`src/rtl/alu_pkg.sv`:
```
// alu_pkg: shared constants and types for the shared-ALU arbiter slice.
//   - op-select encodings OP_ADD .. OP_EQ (4 bits)
//   - default operand width
//   - divide-by-zero result/carry
//   - arbiter state type
package alu_pkg;

    localparam int unsigned DEFAULT_WIDTH = 8;

    localparam logic [3:0] OP_ADD  = 4'd0;
    localparam logic [3:0] OP_SUB  = 4'd1;
    localparam logic [3:0] OP_MUL  = 4'd2;
    localparam logic [3:0] OP_DIV  = 4'd3;
    localparam logic [3:0] OP_SHL  = 4'd4;
    localparam logic [3:0] OP_SHR  = 4'd5;
    localparam logic [3:0] OP_ROL  = 4'd6;
    localparam logic [3:0] OP_ROR  = 4'd7;
    localparam logic [3:0] OP_AND  = 4'd8;
    localparam logic [3:0] OP_OR   = 4'd9;
    localparam logic [3:0] OP_XOR  = 4'd10;
    localparam logic [3:0] OP_NOR  = 4'd11;
    localparam logic [3:0] OP_NAND = 4'd12;
    localparam logic [3:0] OP_XNOR = 4'd13;
    localparam logic [3:0] OP_GT   = 4'd14;
    localparam logic [3:0] OP_EQ   = 4'd15;

    localparam logic [7:0] DIV0_RESULT = 8'hFF;
    localparam logic       DIV0_CARRY  = 1'b1;

    // StIdle: no response held; StHold: response register valid.
    typedef enum logic {StIdle, StHold} arb_state_e;

endpackage

```
`src/rtl/alu_core.sv`:
```
// alu_core: purely combinational ALU.
// Ports:
//   a, b    in  WIDTH  operands
//   sel     in  4      op select (see alu_pkg)
//   result  out WIDTH  op result
//   carry   out 1      carry / borrow / flag bit
module alu_core
    import alu_pkg::*;
#(
    parameter int unsigned WIDTH = DEFAULT_WIDTH
) (
    input  logic [WIDTH-1:0] a,
    input  logic [WIDTH-1:0] b,
    input  logic [3:0]       sel,
    output logic [WIDTH-1:0] result,
    output logic             carry
);

    logic [WIDTH:0]     sum;
    logic [2*WIDTH-1:0] prod;

    assign sum  = {1'b0, a} + {1'b0, b};
    assign prod = {{WIDTH{1'b0}}, a} * {{WIDTH{1'b0}}, b};

    always_comb begin
        result = '0;
        carry  = 1'b0;
        case (sel)
            OP_ADD: begin
                result = sum[WIDTH-1:0];
                carry  = sum[WIDTH];
            end
            OP_SUB: begin
                result = a - b;
                carry  = (a < b);
            end
            OP_MUL: begin
                result = prod[WIDTH-1:0];
                carry  = |prod[2*WIDTH-1:WIDTH];
            end
            OP_DIV: begin
                if (b == '0) begin
                    result = WIDTH'(DIV0_RESULT);
                    carry  = DIV0_CARRY;
                end else begin
                    result = a / b;
                end
            end
            OP_SHL: begin
                result = {a[WIDTH-2:0], 1'b0};
                carry  = a[WIDTH-1];
            end
            OP_SHR: begin
                result = {1'b0, a[WIDTH-1:1]};
                carry  = a[0];
            end
            OP_ROL: begin
                result = {a[WIDTH-2:0], a[WIDTH-1]};
                carry  = a[WIDTH-1];
            end
            OP_ROR: begin
                result = {a[0], a[WIDTH-1:1]};
                carry  = a[0];
            end
            OP_AND:  result = a & b;
            OP_OR:   result = a | b;
            OP_XOR:  result = a ^ b;
            OP_NOR:  result = ~(a | b);
            OP_NAND: result = ~(a & b);
            OP_XNOR: result = ~(a ^ b);
            OP_GT:   result = {{(WIDTH-1){1'b0}}, (a > b)};
            OP_EQ:   result = {{(WIDTH-1){1'b0}}, (a == b)};
            default: ;
        endcase
    end

endmodule

```
`src/rtl/alu_arbiter.sv`:
```
// alu_arbiter: two-requester round-robin front end sharing one alu_core.
// Ports:
//   clk, rst            clock, synchronous active-high reset
//   req_valid/req_ready per-requester handshake (at most one ready bit high)
//   req_a/req_b/req_sel packed per-requester operands/op (requester 0 in low slice)
//   rsp_valid/rsp_ready registered response handshake
//   rsp_id/rsp_result/rsp_carry  response payload
module alu_arbiter
    import alu_pkg::*;
#(
    parameter int unsigned WIDTH = DEFAULT_WIDTH,
    parameter int unsigned NREQ  = 2
) (
    input  logic                  clk,
    input  logic                  rst,
    input  logic [NREQ-1:0]       req_valid,
    output logic [NREQ-1:0]       req_ready,
    input  logic [NREQ*WIDTH-1:0] req_a,
    input  logic [NREQ*WIDTH-1:0] req_b,
    input  logic [NREQ*4-1:0]     req_sel,
    output logic                  rsp_valid,
    input  logic                  rsp_ready,
    output logic                  rsp_id,
    output logic [WIDTH-1:0]      rsp_result,
    output logic                  rsp_carry
);

    arb_state_e       state_q, state_d;
    logic             prio_q, prio_d;
    logic             rsp_id_q;
    logic [WIDTH-1:0] rsp_result_q;
    logic             rsp_carry_q;

    logic             grant;
    logic             accept;
    logic [WIDTH-1:0] alu_a, alu_b, alu_result;
    logic [3:0]       alu_sel;
    logic             alu_carry;

    // Favour prio only under contention; otherwise serve whoever is asking.
    always_comb begin
        if (req_valid[0] && req_valid[1]) begin
            grant = prio_q;
        end else begin
            grant = req_valid[1];
        end
    end

    // Slot is free when nothing is held or the held result drains this cycle.
    assign accept = req_valid[grant] && (state_q == StIdle || rsp_ready) && !rst;

    always_comb begin
        req_ready        = '0;
        req_ready[grant] = accept;
    end

    assign alu_a   = grant ? req_a[2*WIDTH-1:WIDTH] : req_a[WIDTH-1:0];
    assign alu_b   = grant ? req_b[2*WIDTH-1:WIDTH] : req_b[WIDTH-1:0];
    assign alu_sel = grant ? req_sel[7:4] : req_sel[3:0];

    alu_core #(
        .WIDTH (WIDTH)
    ) u_alu_core (
        .a      (alu_a),
        .b      (alu_b),
        .sel    (alu_sel),
        .result (alu_result),
        .carry  (alu_carry)
    );

    always_comb begin
        state_d = state_q;
        prio_d  = prio_q;
        if (accept && grant == prio_q) begin
            prio_d = ~prio_q;
        end
        case (state_q)
            StIdle: begin
                if (accept) begin
                    state_d = StHold;
                end
            end
            StHold: begin
                if (!accept && rsp_ready) begin
                    state_d = StIdle;
                end
            end
            default: state_d = StIdle;
        endcase
    end

    always_ff @(posedge clk) begin
        if (rst) begin
            state_q      <= StIdle;
            prio_q       <= 1'b0;
            rsp_id_q     <= 1'b0;
            rsp_result_q <= '0;
            rsp_carry_q  <= 1'b0;
        end else begin
            state_q <= state_d;
            prio_q  <= prio_d;
            if (accept) begin
                rsp_id_q     <= grant;
                rsp_result_q <= alu_result;
                rsp_carry_q  <= alu_carry;
            end
        end
    end

    assign rsp_valid  = (state_q == StHold);
    assign rsp_id     = rsp_id_q;
    assign rsp_result = rsp_result_q;
    assign rsp_carry  = rsp_carry_q;

endmodule
```
`config.mk`:
```
export PLATFORM = sky130hd
export DESIGN_NAME = alu_arbiter
export DESIGN_NICKNAME = d
export VERILOG_FILES = /design/src/rtl/alu_pkg.sv /design/src/rtl/alu_core.sv /design/src/rtl/alu_arbiter.sv
export SDC_FILE = /design/constraint.sdc
export NUM_CORES = 1
export LEC_CHECK = 0
export ABC_CLOCK_PERIOD_IN_PS = 31400
export BUFFER_PORTS_ARGS = -buffer_cell sky130_fd_sc_hd__buf_4
export CAP_MARGIN = 10
export CORE_UTILIZATION = 65
export CTS_CLUSTER_DIAMETER = 80
export DETAILED_ROUTE_END_ITERATION = 8
export PLACE_DENSITY = 0.86
export RECOVER_POWER = 50
export SLEW_MARGIN = 40
export SYNTH_ARGS = -nofsm -noshare
export SYNTH_HDL_FRONTEND = slang
export SYNTH_SLANG_ARGS = --single-unit
```
`constraint.sdc`:
```
create_clock -name clk -period 31.4 [get_ports clk]
set_input_delay 3.14 -clock clk [delete_from_list [all_inputs] [get_ports clk]]
set_output_delay 3.14 -clock clk [all_outputs]
set_load 0.05 [all_outputs]
```
---- Word level (Yosys, flattened, before mapping) ----
Cells that the tools add are included.
word-level totals
  register bits after elaboration ......... 12
  latch bits .............................. 0
  RAM bits ................................ 0
  bits in read-only memories .............. 0
  bits of input ports ..................... 45
  output and inout bits ................... 13
  logic and storage cells ................. 68
  memories kept ........................... 0
operators by class
  add/sub/neg operators ................... 2
  $mul .................................... 1
  div/mod/pow operators ................... 1
  magnitude comparators ................... 4
  eq/ne operators ......................... 17
  shifts and indexed selects .............. 0
  multiplexer cells ....................... 15
  bitwise gates (word level) .............. 9
  reductions and logical operators ........ 14
operators with widths
  operator                                             number
  one-hot mux 8 bit (16 select lines)                  1
  equality test 4 bit, second input constant           8
  two-way mux 8 bit                                    3
  NOT 8 bit                                            3
  equality test 4 x 3 -> 1 bit, second input constant  4
  multiplier 8 x 8 -> 16 bit                           1
  adder 8 x 8 -> 9 bit                                 1
  bitwise AND 8 bit                                    1
  divider 8 x 8 -> 8 bit                               1
  equality test 4 x 2 -> 1 bit, second input constant  2
  equality test 8 bit                                  1
  > comparator 8 bit                                   1
  logical NOT 8 bit                                    1
  less-than comparator 8 bit                           1
  bitwise OR 8 bit                                     1
  OR reduction 8 bit                                   1
  subtractor 8 bit                                     1
  XOR 8 bit                                            1
  two-way mux 1 bit                                    7
  logical AND 1 bit                                    6
  one-hot mux 1 bit (6 select lines)                   1
  equality test 4 x 1 -> 1 bit, second input constant  1
  logical NOT 4 bit                                    1
  two-way mux 4 bit                                    1
  other kinds (10)                                     13

---- Logic depth before layout (Yosys ltp) ----
Gate-level depths: netlist of the first run.
  depth after elaboration ................. 10
  depth in mapped cells ................... 61

---- Modules after synthesis ----
From an unflattened synthesis of the first run, not the netlist that was laid out.
second synthesis, totals
  cell total of the unflattened synthesis .. 770
  area, all modules ....................... 5,963.2 sq um
by module, submodules not included
  module       times used  cells an instance  area each (sq um)
  alu_core     1           702                5,195.0
  alu_arbiter  1           68                 768.2

---- Least setup slack after synthesis of the first run ----
Ideal clock, no wire load.
  path kind ............................... input port to flip-flop
  from .................................... in req_valid[0]
  to ...................................... reg rsp_result_q[0], in the netlist rsp_result[0]
  library setup time ...................... 0.121 ns
  arrival time ............................ 14.101 ns
  required time ........................... 31.279 ns
  path slack .............................. 17.178 ns
  cell stages on the path ................. 55
  cell sequence ........................... and2b_1 > nor2_4 > mux2i_1 > clkbuf_1 > inv_1 > ha_1 > nor3_1 > a21oi_1 > ha_1 > or4_1 > a31oi_2 > nor2_1 > ha_1 > a21boi_0 > o211ai_1 > nor2_2 > nor3_1 > a31o_2 > [... 19 more ...] > o221a_2 > clkbuf_1 > mux2_2 > ha_1 > a21oi_1 > o21ai_0 > nand2_1 > o21ai_2 > mux2_2 > ha_1 > a21boi_0 > o21a_1 > o21a_1 > o211ai_1 > a21oi_1 > o31ai_1 > o2111a_1 > nor3_1
on the way
  cells in the longest elaborated chain, start to end .. 6
  elaborated cells on any way between the ends .. 40
ends and longest elaborated chain
  item                                                                             line                               source
  start, declared                                                                  alu_arbiter.sv:16                  input logic [NREQ-1:0] req_valid,
  logical AND 1 bit                                                                alu_arbiter.sv:42                  if (req_valid[0] && req_valid[1]) begin
  two-way mux 1 bit                                                                alu_arbiter.sv:42
  two-way mux 8 bit, or another cell as far along                                  alu_arbiter.sv:57                  assign alu_a = grant ? req_a[2*WIDTH-1:WIDTH] : req_a[WIDTH-1:0];
  divider 8 x 8 -> 8 bit, or another cell as far along                             alu_core.sv:46                     result = a / b;
  two-way mux 8 bit, or another cell as far along                                  alu_core.sv:42                     if (b == '0) begin
  one-hot mux 8 bit (16 select lines) / logical AND 1 bit (equally long branches)  alu_core.sv:28, alu_arbiter.sv:50
  end signal, assigned                                                             alu_arbiter.sv:104                 rsp_result_q <= alu_result;
  end, declared                                                                    alu_arbiter.sv:31                  logic [WIDTH-1:0] rsp_result_q;
Several ways; a longest one is shown, not always the timed one. The select of a mux whose other input is x is not followed.
A chain may end at the register's enable or synchronous reset.

---- Worst setup path after layout of the first run ----
  from .................................... in req_valid[1]
  to ...................................... reg rsp_result_q[0], in the netlist rsp_result[0]
Same word-level chain as after synthesis.

==> results of run 1 <==
[logic make-up after synthesis]
group,Yosys count,share of synthesized area
compound gates,216,0.242
xor+xnor,36,0.0514
flops,12,0.0391
buf+inv,123,0.0791
mux,31,0.0536
fa+ha+maj,137,0.326
simple gates,266,0.209
[worst min path at each step]
stage	start	slack [ps]	endpoint
floorplan	prio_q	480	prio_q
global placement	rsp_result[1]	450	rsp_result[1]
detailed placement	rsp_result[1]	460	rsp_result[1]
CTS	rsp_result[1]	470	rsp_result[1]
global route	rsp_result[1]	480	rsp_result[1]
finish	rsp_result[1]	470	rsp_result[1]
[registers in the layout, summed over array words and instances (netlist names)]
register and count:
rsp_result 8, rsp_carry 1, rsp_id 1, prio_q 1
rsp_valid 1
[layer usage]
layer | track usage | share of wire | wire, microns
met5 | 0 | 0 | 0
met4 | 0.230 | 0.051 | 1040
met3 | 0.0464 | 0.095 | 1960
met2 | 0.736 | 0.47 | 9780
met1 | 0.528 | 0.38 | 7820
[cell type report]
type                       count  area [sq um]
clock buffer                   4          55.1
fill                         721          2480
inverter                      93           349
multi-input combinational    686          5430
sequential                    12           240
tap                          111           139
timing repair buffer          72           495
[worst max-delay path, delay by kind of cell]
| kind | cells | cell delay [ps] |
|---|---|---|
| adders and majority gates | 8 | 2570 |
| muxes | 4 | 1290 |
| AOI/OAI and AO/OA | 21 | 4610 |
| and+or+nand+nor | 17 | 3490 |
| buffers and inverters | 5 | 1190 |
[through the flow]
step | worst slack, ps | cell area, sq um
final | 15210 | 6710
after global routing | 14390 | 6710
after CTS | 15860 | 6750
after detailed placement | 15620 | 6690
after global placement | 16320 | 6680
after floorplan | 17180 | 6140
[placed cells by master (no fill, tap or decap), types with 5 or more instances in the layout]
| cell type | instances |
|---|---|
| inv_1 | 90 |
| a21boi_0 | 5 |
| or3_1 | 6 |
| a21o_1 | 7 |
| ha_1 | 99 |
| o31ai_1 | 5 |
| a21oi_1 | 39 |
| dfxtp_1 | 12 |
| nand3_1 | 17 |
| mux2i_1 | 18 |
| fa_1 | 38 |
| mux2_2 | 12 |
| clkbuf_1 | 12 |
| nor2b_1 | 10 |
| xor2_1 | 6 |
| nand2_1 | 42 |
| nor2_1 | 103 |
| a31oi_1 | 9 |
| o22ai_1 | 7 |
| o21bai_1 | 8 |
| o221ai_1 | 7 |
| nor3_1 | 34 |
| xnor2_1 | 30 |
| o21ai_0 | 51 |
| buf_4 | 60 |
| nor4_1 | 5 |
| o21a_1 | 11 |
| a211oi_1 | 9 |
| and2_1 | 5 |
| nand2b_1 | 8 |
[power by group through the flow]
stage	Combinational, uW	Clock (uW)	Sequential, uW
after detailed placement	305	0	18.5
after global routing	343	18.5	18.3
final	314	17.5	18.1
after floorplan	224	0	24.4
after global placement	292	0	18.3
after CTS	307	17.6	18.2
==> impl_metrics.tcl, run 1 <==
set metrics [dict create \
    setup_tns_ps 0 \
    port_buffers 57 \
    viasPerCell 6.80 \
    post-route-period-util 0.516 \
    dr.first_iter.drc_count 751 \
    initial_core_util 0.667 \
    grt_pass1_wl_mm 33.2 \
    ios 58 \
    clockBufferDepth 2 \
    max-slew-margin-rel 0.460 \
    cts_made_buffers 3 \
    synth.area.top_cells "ha_1 20%, fa_1 12%, nor2_1 6.3%, inv_1 5.5%, xnor2_1 4.3%" \
    drt-total-wl_mm 20.6 \
    worst_path_most_repeated_cell "ha_1" \
    holdWs_ps 469 \
    end_kind "flop" \
    syn_inst 821 \
    power_density_nw_per_um2 52.0 \
    hp-class "reg2reg" \
    post_cts_resized 0 \
    die_area_sq_um 9830 \
    drt-pass1-iter-count 8 \
    grt_antenna_before_repair 0 \
    cts-htree-levels 1 \
    pwr-share-comb 0.898 \
    ctsHoldBuffers 0 \
    finalClockSkew_ps 1.46 \
    reg2reg_depth 54 \
    cts_setup_buffers 0 \
    yosys.area.top_type "ha_1" \
    clk_pin_slew_ps 60 \
    critical_path_required_ps 31530 \
    rsz0062_at_grt "no" \
    synth_edf_count 0 \
    worstSetupStartpointType "input port" \
    yosys_warnings 0 \
    timing.rr.end "rsp_result[0]" \
    final_max_slew_viol_count 0 \
    max_slew.worst_pin.slew_ps 803 \
    grt_max_degree 25 \
    critPathMaxStageDelay_ps 580 \
    hold_viol 0 \
    die_h_microns 99.2 \
    setup_viol 0 \
    syn_nets 1003 \
    p_leak_uw 0.00310 \
    sequentialPowerShare 0.052 \
    crit_type "in2reg" \
    clock-sinks 12 \
    netlist_top_cells_count "103 x nor2_1, 99 x ha_1, 90 x inv_1" \
    rr_startpoint "prio_q" \
    gp_congestion 1.03 \
    area_delta_synth_final_pct 9.38 \
    synth_seq_area_share 0.0391 \
    diodes 0 \
    vias 6654 \
    post-place-cells 974 \
    final_core_util 0.730 \
    gr-total-overflow 0 \
    drive_gt1_frac 0.118 \
    critPathLaunch "req_valid[1]" \
    grt_pass1_vias 6664 \
    cts_tree "built" \
    clkLatencyLatePin_ps 250 \
    p_int_uw 155 \
    switching_power_uw 194 \
    yosys_most_used_dff "dfxtp_1" \
    clkPwrFrac 0.050 \
    grt.total_usage 0.428 \
    peakVddDrop_uv 80.0 \
    dpl.hpwl_mm 16.3 \
    cpMaxStageDelayCell "nor2_4" \
    ant_nets 0 \
    reg2reg_slack_ps 18190 \
    p_sw_frac 0.557 \
    final_cells 978 \
    netlist_area_sq_um 6140 \
    rows 35 \
    cts_root_buf "clkbuf_8" \
    post-synth-top-area-fraction 0.202 \
    min_period_ps 16190 \
    holdPathStages 2 \
    wire_per_inst_microns 21.1 \
    power_uw 349 \
    die_w_microns 99.2 \
    critPathCapture "rsp_result[0]" \
    worstPathArrival_ps 16320 \
    crit_fanout 24 \
    max_freq_mhz 61.8 \
    num-nets-final 1050 \
    drc_errors 0 \
    synthMostInstantiatedCell "nor2_1" \
    status "finished, final reports clean" \
    synth_area_per_cell_sq_um 7.48 \
    max_cap_viol_count 0 \
    synth_cell_types 82 \
    async_flop_share 0 \
    core_sq_um 9200 \
    synth-seq-cells 12 \
]
Note: power is estimated with default switching activity, not from simulation.
==> run 2, diff against run 1 <==
--- a/config.mk
+++ b/config.mk
@@ -5,13 +5,14 @@
 export SDC_FILE = /design/constraint.sdc
 export NUM_CORES = 1
 export LEC_CHECK = 0
-export ABC_CLOCK_PERIOD_IN_PS = 31400
+export ABC_AREA = 1
+export ABC_CLOCK_PERIOD_IN_PS = 16450
 export BUFFER_PORTS_ARGS = -buffer_cell sky130_fd_sc_hd__buf_4
 export CAP_MARGIN = 10
-export CORE_UTILIZATION = 65
+export CORE_UTILIZATION = 63
 export CTS_CLUSTER_DIAMETER = 80
 export DETAILED_ROUTE_END_ITERATION = 8
-export PLACE_DENSITY = 0.86
+export PLACE_DENSITY = 0.84
 export RECOVER_POWER = 50
 export SLEW_MARGIN = 40
 export SYNTH_ARGS = -nofsm -noshare
==> constraint.sdc (replaced) <==
create_clock -name clk -period 16.45 [get_ports clk]
set_input_delay 1.645 -clock clk [delete_from_list [all_inputs] [get_ports clk]]
set_output_delay 1.645 -clock clk [all_outputs]
set_load 0.05 [all_outputs]
==> run 2 against run 1 <==
Compared with the run above: global-route usage down 7.3 points; first-iteration DRC count down 16%; total power grew 80%; clock-buffer cell count is 1 lower; area after synthesis is 2.0% lower; clock power increased by 46%; sequential share of layout area is 0.093 points higher; synthesized cell count increased by 13%; utilization is 2.2 points lower; register-to-register slack lost 13000 ps; hold slack lost 9.1 ps; sequential cell count unchanged; largest power group unchanged; highest routed layer unchanged.
==> impl_metrics.tcl, run 2 <==
set metrics [dict create \
    wire_per_inst_microns 15.4 \
    viasPerCell 5.63 \
    end_kind "flop" \
    drt-pass1-iter-count 5 \
    cts_setup_buffers 0 \
    crit_family "compound AO/OA/AOI/OAI gates" \
    yosys_warnings 0 \
    layout_commonest_cell "nand2_1" \
    critPathLaunch "req_valid[0]" \
    reg2reg_slack_ps 4990 \
    post-synth-top-area-fraction 0.206 \
    mostFrequentLayoutCells "191 x nand2_1, 151 x inv_1, 102 x nor2_1" \
    max_cap_viol_count 0 \
    die_area_sq_um 9950 \
    post-place-cells 1103 \
    max_slew.worst_pin.slew_ps 776 \
    setup_viol 0 \
    clock-sinks 12 \
    diodes 0 \
    drc_errors 0 \
    nFillCells 863 \
    synth_cell_types 50 \
    ios 58 \
    ant_nets 0 \
    dr.first_iter.drc_count 633 \
    grt_pass1_vias 5920 \
    crit_type "in2reg" \
    worstPathArrival_ps 12750 \
    area_delta_synth_final_pct 8.73 \
    post_cts_resized 0 \
    die_h_microns 99.7 \
    crit_fanout 39 \
    initial_core_util 0.651 \
    synth_area_per_cell_sq_um 6.50 \
    cts-htree-levels 1 \
    final_max_slew_viol_count 0 \
    rr_startpoint "prio_q" \
    yosys.area.top_type "ha_1" \
    netlist_top_cells_count "191 x nand2_1, 151 x inv_1, 102 x nor2_1" \
    async_flop_share 0 \
    post-route-period-util 0.767 \
    fin_ws_ps 3830 \
    cpMaxStageDelayCell "a21oi_1" \
    synth-seq-cells 12 \
    min_period_ps 12620 \
    gr-total-overflow 0 \
    num-nets-final 1161 \
    final_cells 1106 \
    power_density_nw_per_um2 96.0 \
    core_sq_um 9240 \
    die_w_microns 99.7 \
    peakVddDrop_uv 138 \
    synth.area.top_cells "ha_1 21%, fa_1 13%, nand2_1 12%, inv_1 9.4%, nor2_1 6.4%" \
    clockBufferDepth 2 \
    critical_path_required_ps 16580 \
    port_buffers 57 \
    synthMostInstantiatedCell "nand2_1" \
    final_core_util 0.708 \
    netlist_area_sq_um 6020 \
    p_sw_frac 0.574 \
    rsz0062_at_grt "no" \
    max-slew-margin-rel 0.482 \
    yosys_most_used_dff "dfxtp_1" \
    hold_viol 0 \
    p_leak_uw 0.00362 \
    max_freq_mhz 79.2 \
    clk_pin_slew_ps 50 \
    syn_nets 1107 \
    rows 35 \
    vias 6229 \
    critical_path_depth 77 \
    drive_gt1_frac 0.129 \
    timing.rr.end "rsp_result[0]" \
    status "finished, final reports clean" \
    dpl.hpwl_mm 13.8 \
    grt_max_degree 40 \
    grt.total_usage 0.354 \
    grt_antenna_before_repair 0 \
    synth_edf_count 0 \
    drt-total-wl_mm 17.0 \
    reg2reg_depth 77 \
    clkPwrFrac 0.041 \
    largest_register_ffs 8 \
    path_buf_inv 8 \
    syn_inst 925 \
    p_int_uw 267 \
    sequentialPowerShare 0.054 \
    critPathMaxStageDelay_ps 610 \
    critPathCapture "rsp_result[0]" \
    finalClockSkew_ps 2.10 \
    cts_made_buffers 3 \
    worstSetupStartpointType "input port" \
    cts_root_buf "clkbuf_8" \
    detailedPlace.worstSlack_ps 3700 \
    clkLatencyLatePin_ps 240 \
    grt_pass1_wl_mm 27.9 \
    synth_seq_area_share 0.0399 \
    switching_power_uw 361 \
    ctsHoldBuffers 0 \
    worst_path_most_repeated_cell "nand2_1" \
    setup_tns_ps 0 \
    gp_congestion 1.05 \
    hp-class "reg2reg" \
    pwr-share-comb 0.906 \
    cts_tree "built" \
]
## run 2: changes by cell type after synthesis, sizes merged, moves of 9 or more
| cell | previous run | this run |
|---|---|---|
| o21a | 11 | 2 |
| mux2i | 19 | 0 |
| inv | 92 | 161 |
| nor3 | 36 | 11 |
| nor2b | 10 | 0 |
| nand3 | 17 | 55 |
| clkbuf | 16 | 3 |
| nand2 | 43 | 219 |
| or2 | 3 | 12 |
| a31oi | 10 | 1 |
| mux2 | 12 | 0 |
| xnor2 | 30 | 11 |
## run 2: cell families (layout without fill, tap and decap cells)
kind of cell	Yosys count	after routing	synth area share
and+or+nand+nor	430	430	0.330
buffers and inverters	174	226	0.116
AOI/OAI and AO/OA	148	148	0.147
adders and majority gates	137	137	0.332
xor gates and xnor gates	24	24	0.0349
DFF	12	12	0.0399
## run 2: power by group through the flow
stage          Clock (uW)  Sequential (uW)  Combinational, uW
2_1_floorplan           0             44.0                437
5_1_grt              28.0             33.9                650
3_3_place_gp            0             34.2                557
4_1_cts              26.6             33.7                569
6_report             25.6             33.7                569
3_5_place_dp            0             34.2                564
## run 2: cell type report
type / count / area [sq um] / area share
multi-input combinational: 739 / 5080 / 0.777
inverter: 164 / 617 / 0.0943
timing repair buffer: 59 / 402 / 0.0614
sequential: 12 / 240 / 0.0367
tap: 129 / 161 / 0.0247
clock buffer: 3 / 41.3 / 0.00631
## run 2: worst register-to-register path: cells and delay by family, from the launching register on
family / cells / cell delay (ps)
simple gates: 38 / 3460
buf+inv: 8 / 780
compound gates: 23 / 4310
fa+ha+maj: 8 / 2500
flops: 1 / 320
## run 2: stage by stage
stage	hold slack [ps]	cell area (sq um)	power (uW)
3_5_place_dp	457	6540	599
6_report	460	6540	628
2_1_floorplan	447	6020	481
5_1_grt	480	6540	712
4_1_cts	465	6580	630
3_3_place_gp	455	6540	591
## run 2: worst min-delay path by stage
stage / start / to / depth (start not counted)
floorplan: prio_q / prio_q / 2
finish: rsp_result[3] / rsp_result[3] / 2
global route: rsp_result[5] / rsp_result[5] / 2
global placement: rsp_result[3] / rsp_result[3] / 2
detailed placement: rsp_result[4] / rsp_result[4] / 2
CTS: rsp_result[3] / rsp_result[3] / 2
## run 2: per-layer routing
layer | up-vias | wire length [microns] | GRT usage
li1 | 3083 | - | -
met5 | - | 0 | 0
met4 | 0 | 619 | 0.153
met3 | 61 | 1490 | 0.0344
met1 | 2775 | 7170 | 0.459
met2 | 310 | 7760 | 0.600
==> run 3, diff against run 2 <==
--- a/config.mk
+++ b/config.mk
@@ -6,13 +6,13 @@
 export NUM_CORES = 1
 export LEC_CHECK = 0
 export ABC_AREA = 1
-export ABC_CLOCK_PERIOD_IN_PS = 16450
+export ABC_CLOCK_PERIOD_IN_PS = 11200
 export BUFFER_PORTS_ARGS = -buffer_cell sky130_fd_sc_hd__buf_4
 export CAP_MARGIN = 10
-export CORE_UTILIZATION = 63
+export CORE_UTILIZATION = 57
 export CTS_CLUSTER_DIAMETER = 80
 export DETAILED_ROUTE_END_ITERATION = 8
-export PLACE_DENSITY = 0.84
+export PLACE_DENSITY = 0.8
 export RECOVER_POWER = 50
 export SLEW_MARGIN = 40
 export SYNTH_ARGS = -nofsm -noshare
==> constraint.sdc (replaced) <==
create_clock -name clk -period 11.2 [get_ports clk]
set_input_delay 1.12 -clock clk [delete_from_list [all_inputs] [get_ports clk]]
set_output_delay 1.12 -clock clk [all_outputs]
set_load 0.05 [all_outputs]
==> run 3 against run 2 <==
Compared with the run above: worst setup slack worse by 3000 ps; critical path depth unchanged; critical endpoint unchanged; non-clock buffer count up 24; clock-buffer cell count up 1; via count up 3.0%; utilization down 4.5 points; critical path type unchanged; global-route usage down 2.0 points; clock power up 79%; hold slack better by 11 ps.
==> impl_metrics.tcl, run 3 (same netlist as run 2, synthesis figures left out) <==
set metrics [dict create \
    status "finished, final reports clean" \
    place_area_sq_um 6650 \
    max_freq_mhz 96.2 \
    area_delta_synth_final_pct 13.2 \
    clk_pin_slew_ps 50 \
    mostFrequentLayoutCells "186 x nand2_1, 149 x inv_1, 102 x nor2_1" \
    cts_tree "built" \
    largest_register_ffs 8 \
    cts_made_buffers 3 \
    hold_viol 0 \
    power_density_nw_per_um2 142 \
    die_h_microns 105 \
    holdWs_ps 470 \
    worstPathArrival_ps 10520 \
    viasPerCell 5.64 \
    critical_path_required_ps 11330 \
    initial_core_util 0.585 \
    cpMaxStageDelayCell "ha_1" \
    port_buffers 57 \
    layout_commonest_cell "nand2_1" \
    grt_pass1_wl_mm 29.4 \
    holdPathStages 2 \
    setup_viol 0 \
    pwr-share-comb 0.901 \
    max_slew.worst_pin.slew_ps 616 \
    min_period_ps 10390 \
    gr-total-overflow 0 \
    clkLatencyLatePin_ps 240 \
    max-slew-margin-rel 0.587 \
    crit_family "simple AND/OR/NAND/NOR gates" \
    path_buf_inv 10 \
    drive_gt1_frac 0.163 \
    p_int_uw 419 \
    critical_path_depth 77 \
    grt_max_degree 20 \
    final_max_slew_viol_count 0 \
    grt_pass1_vias 6058 \
    wire_per_inst_microns 15.9 \
    vias 6416 \
    peakVddDrop_uv 221 \
    ios 58 \
    post-place-cells 1123 \
    worst_path_most_repeated_cell "nand2_1" \
    cts_root_buf "clkbuf_8" \
    hp-class "reg2reg" \
    sequentialPowerShare 0.051 \
    worstSetupStartpointType "input port" \
    dr.first_iter.drc_count 632 \
    finalInstanceArea_sq_um 6810 \
    rows 37 \
    p_leak_uw 0.00376 \
    drt-total-wl_mm 18.1 \
    die_w_microns 105 \
    crit_fanout 11 \
    diodes 0 \
    cts-htree-levels 1 \
    switching_power_uw 547 \
    core_sq_um 10300 \
    drt-pass1-iter-count 6 \
    critPathMaxStageDelay_ps 350 \
    clockBufferDepth 2 \
    p_sw_frac 0.566 \
    finalClockSkew_ps 0.710 \
    clock-sinks 12 \
    num-nets-final 1185 \
    reg2reg_depth 77 \
    drc_errors 0 \
    dpl.hpwl_mm 14.4 \
    clkPwrFrac 0.047 \
    crit_type "in2reg" \
    end_kind "flop" \
    final_cells 1138 \
    die_area_sq_um 11000 \
    gp_congestion 1.07 \
    final_core_util 0.663 \
    ant_nets 0 \
    post-route-period-util 0.928 \
    max_cap_viol_count 0 \
    grt_antenna_before_repair 0 \
    grt.total_usage 0.334 \
]
run 3: cell count changes in the layout (fill, tap and decap cells not counted), sizes merged:
| cell | previous run | this run |
|---|---|---|
| buf | 47 | 72 |
run 3: worst min-delay path, delay by kind of cell (launching register included):
| kind | cells | cell delay, ps |
|---|---|---|
| AO/OA/AOI/OAI | 1 | 60 |
| AND/OR/NAND/NOR | 1 | 60 |
| flip-flops | 1 | 300 |
run 3: final timing paths:
path	from	end	slack (ps)
worst max register to register	prio_q	rsp_result[0]	1450
worst max-delay path	req_valid[0]	rsp_result[0]	810
worst min register to register	rsp_result[0]	rsp_result[0]	470
worst min-delay path	rsp_result[0]	rsp_result[0]	470
run 3: through the flow:
| step | setup WS, ps | power, uW | setup TNS [ps] |
|---|---|---|---|
| final | 808 | 966 | 0 |
| after global routing | -40.2 | 1100 | -40.2 |
| after CTS | 110 | 946 | 0 |
| after detailed placement | -109 | 894 | -109 |
| after global placement | 307 | 877 | 0 |
| after floorplan | 823 | 706 | 0 |
run 3: metal layers:
metal | part of all wire | vias up | GRT usage
met5 | 0 | - | 0
met4 | 0.043 | 0 | 0.143
met3 | 0.089 | 69 | 0.0318
li1 | - | 3135 | -
met2 | 0.45 | 295 | 0.554
met1 | 0.42 | 2917 | 0.442
run 3: what timing repair did:
action / 4_1_cts / 5_1_grt
endpoints found under the hold margin: 0 / 0
setup buffers: 0 / 10
gates resized for setup: 0 / 25
hold buffers: 0 / 0
endpoints found under the setup margin: 0 / 2
run 3: layout make-up:
cell class,count,area [sq um]
repair buffers,83,583
fillers,961,3460
clock buffers,4,55.1
flip-flops and latches,12,240
well taps,136,170
inverters,164,619
multi-input cells,739,5150
run 3: power groups by stage:
stage | clock network, uW | logic, uW | registers [uW]
after floorplan | 0 | 642 | 64.7
after global placement | 0 | 826 | 50.3
after detailed placement | 0 | 844 | 50.4
after CTS | 45.4 | 851 | 49.7
after global routing | 48.9 | 1000 | 50.0
final | 45.7 | 871 | 49.7
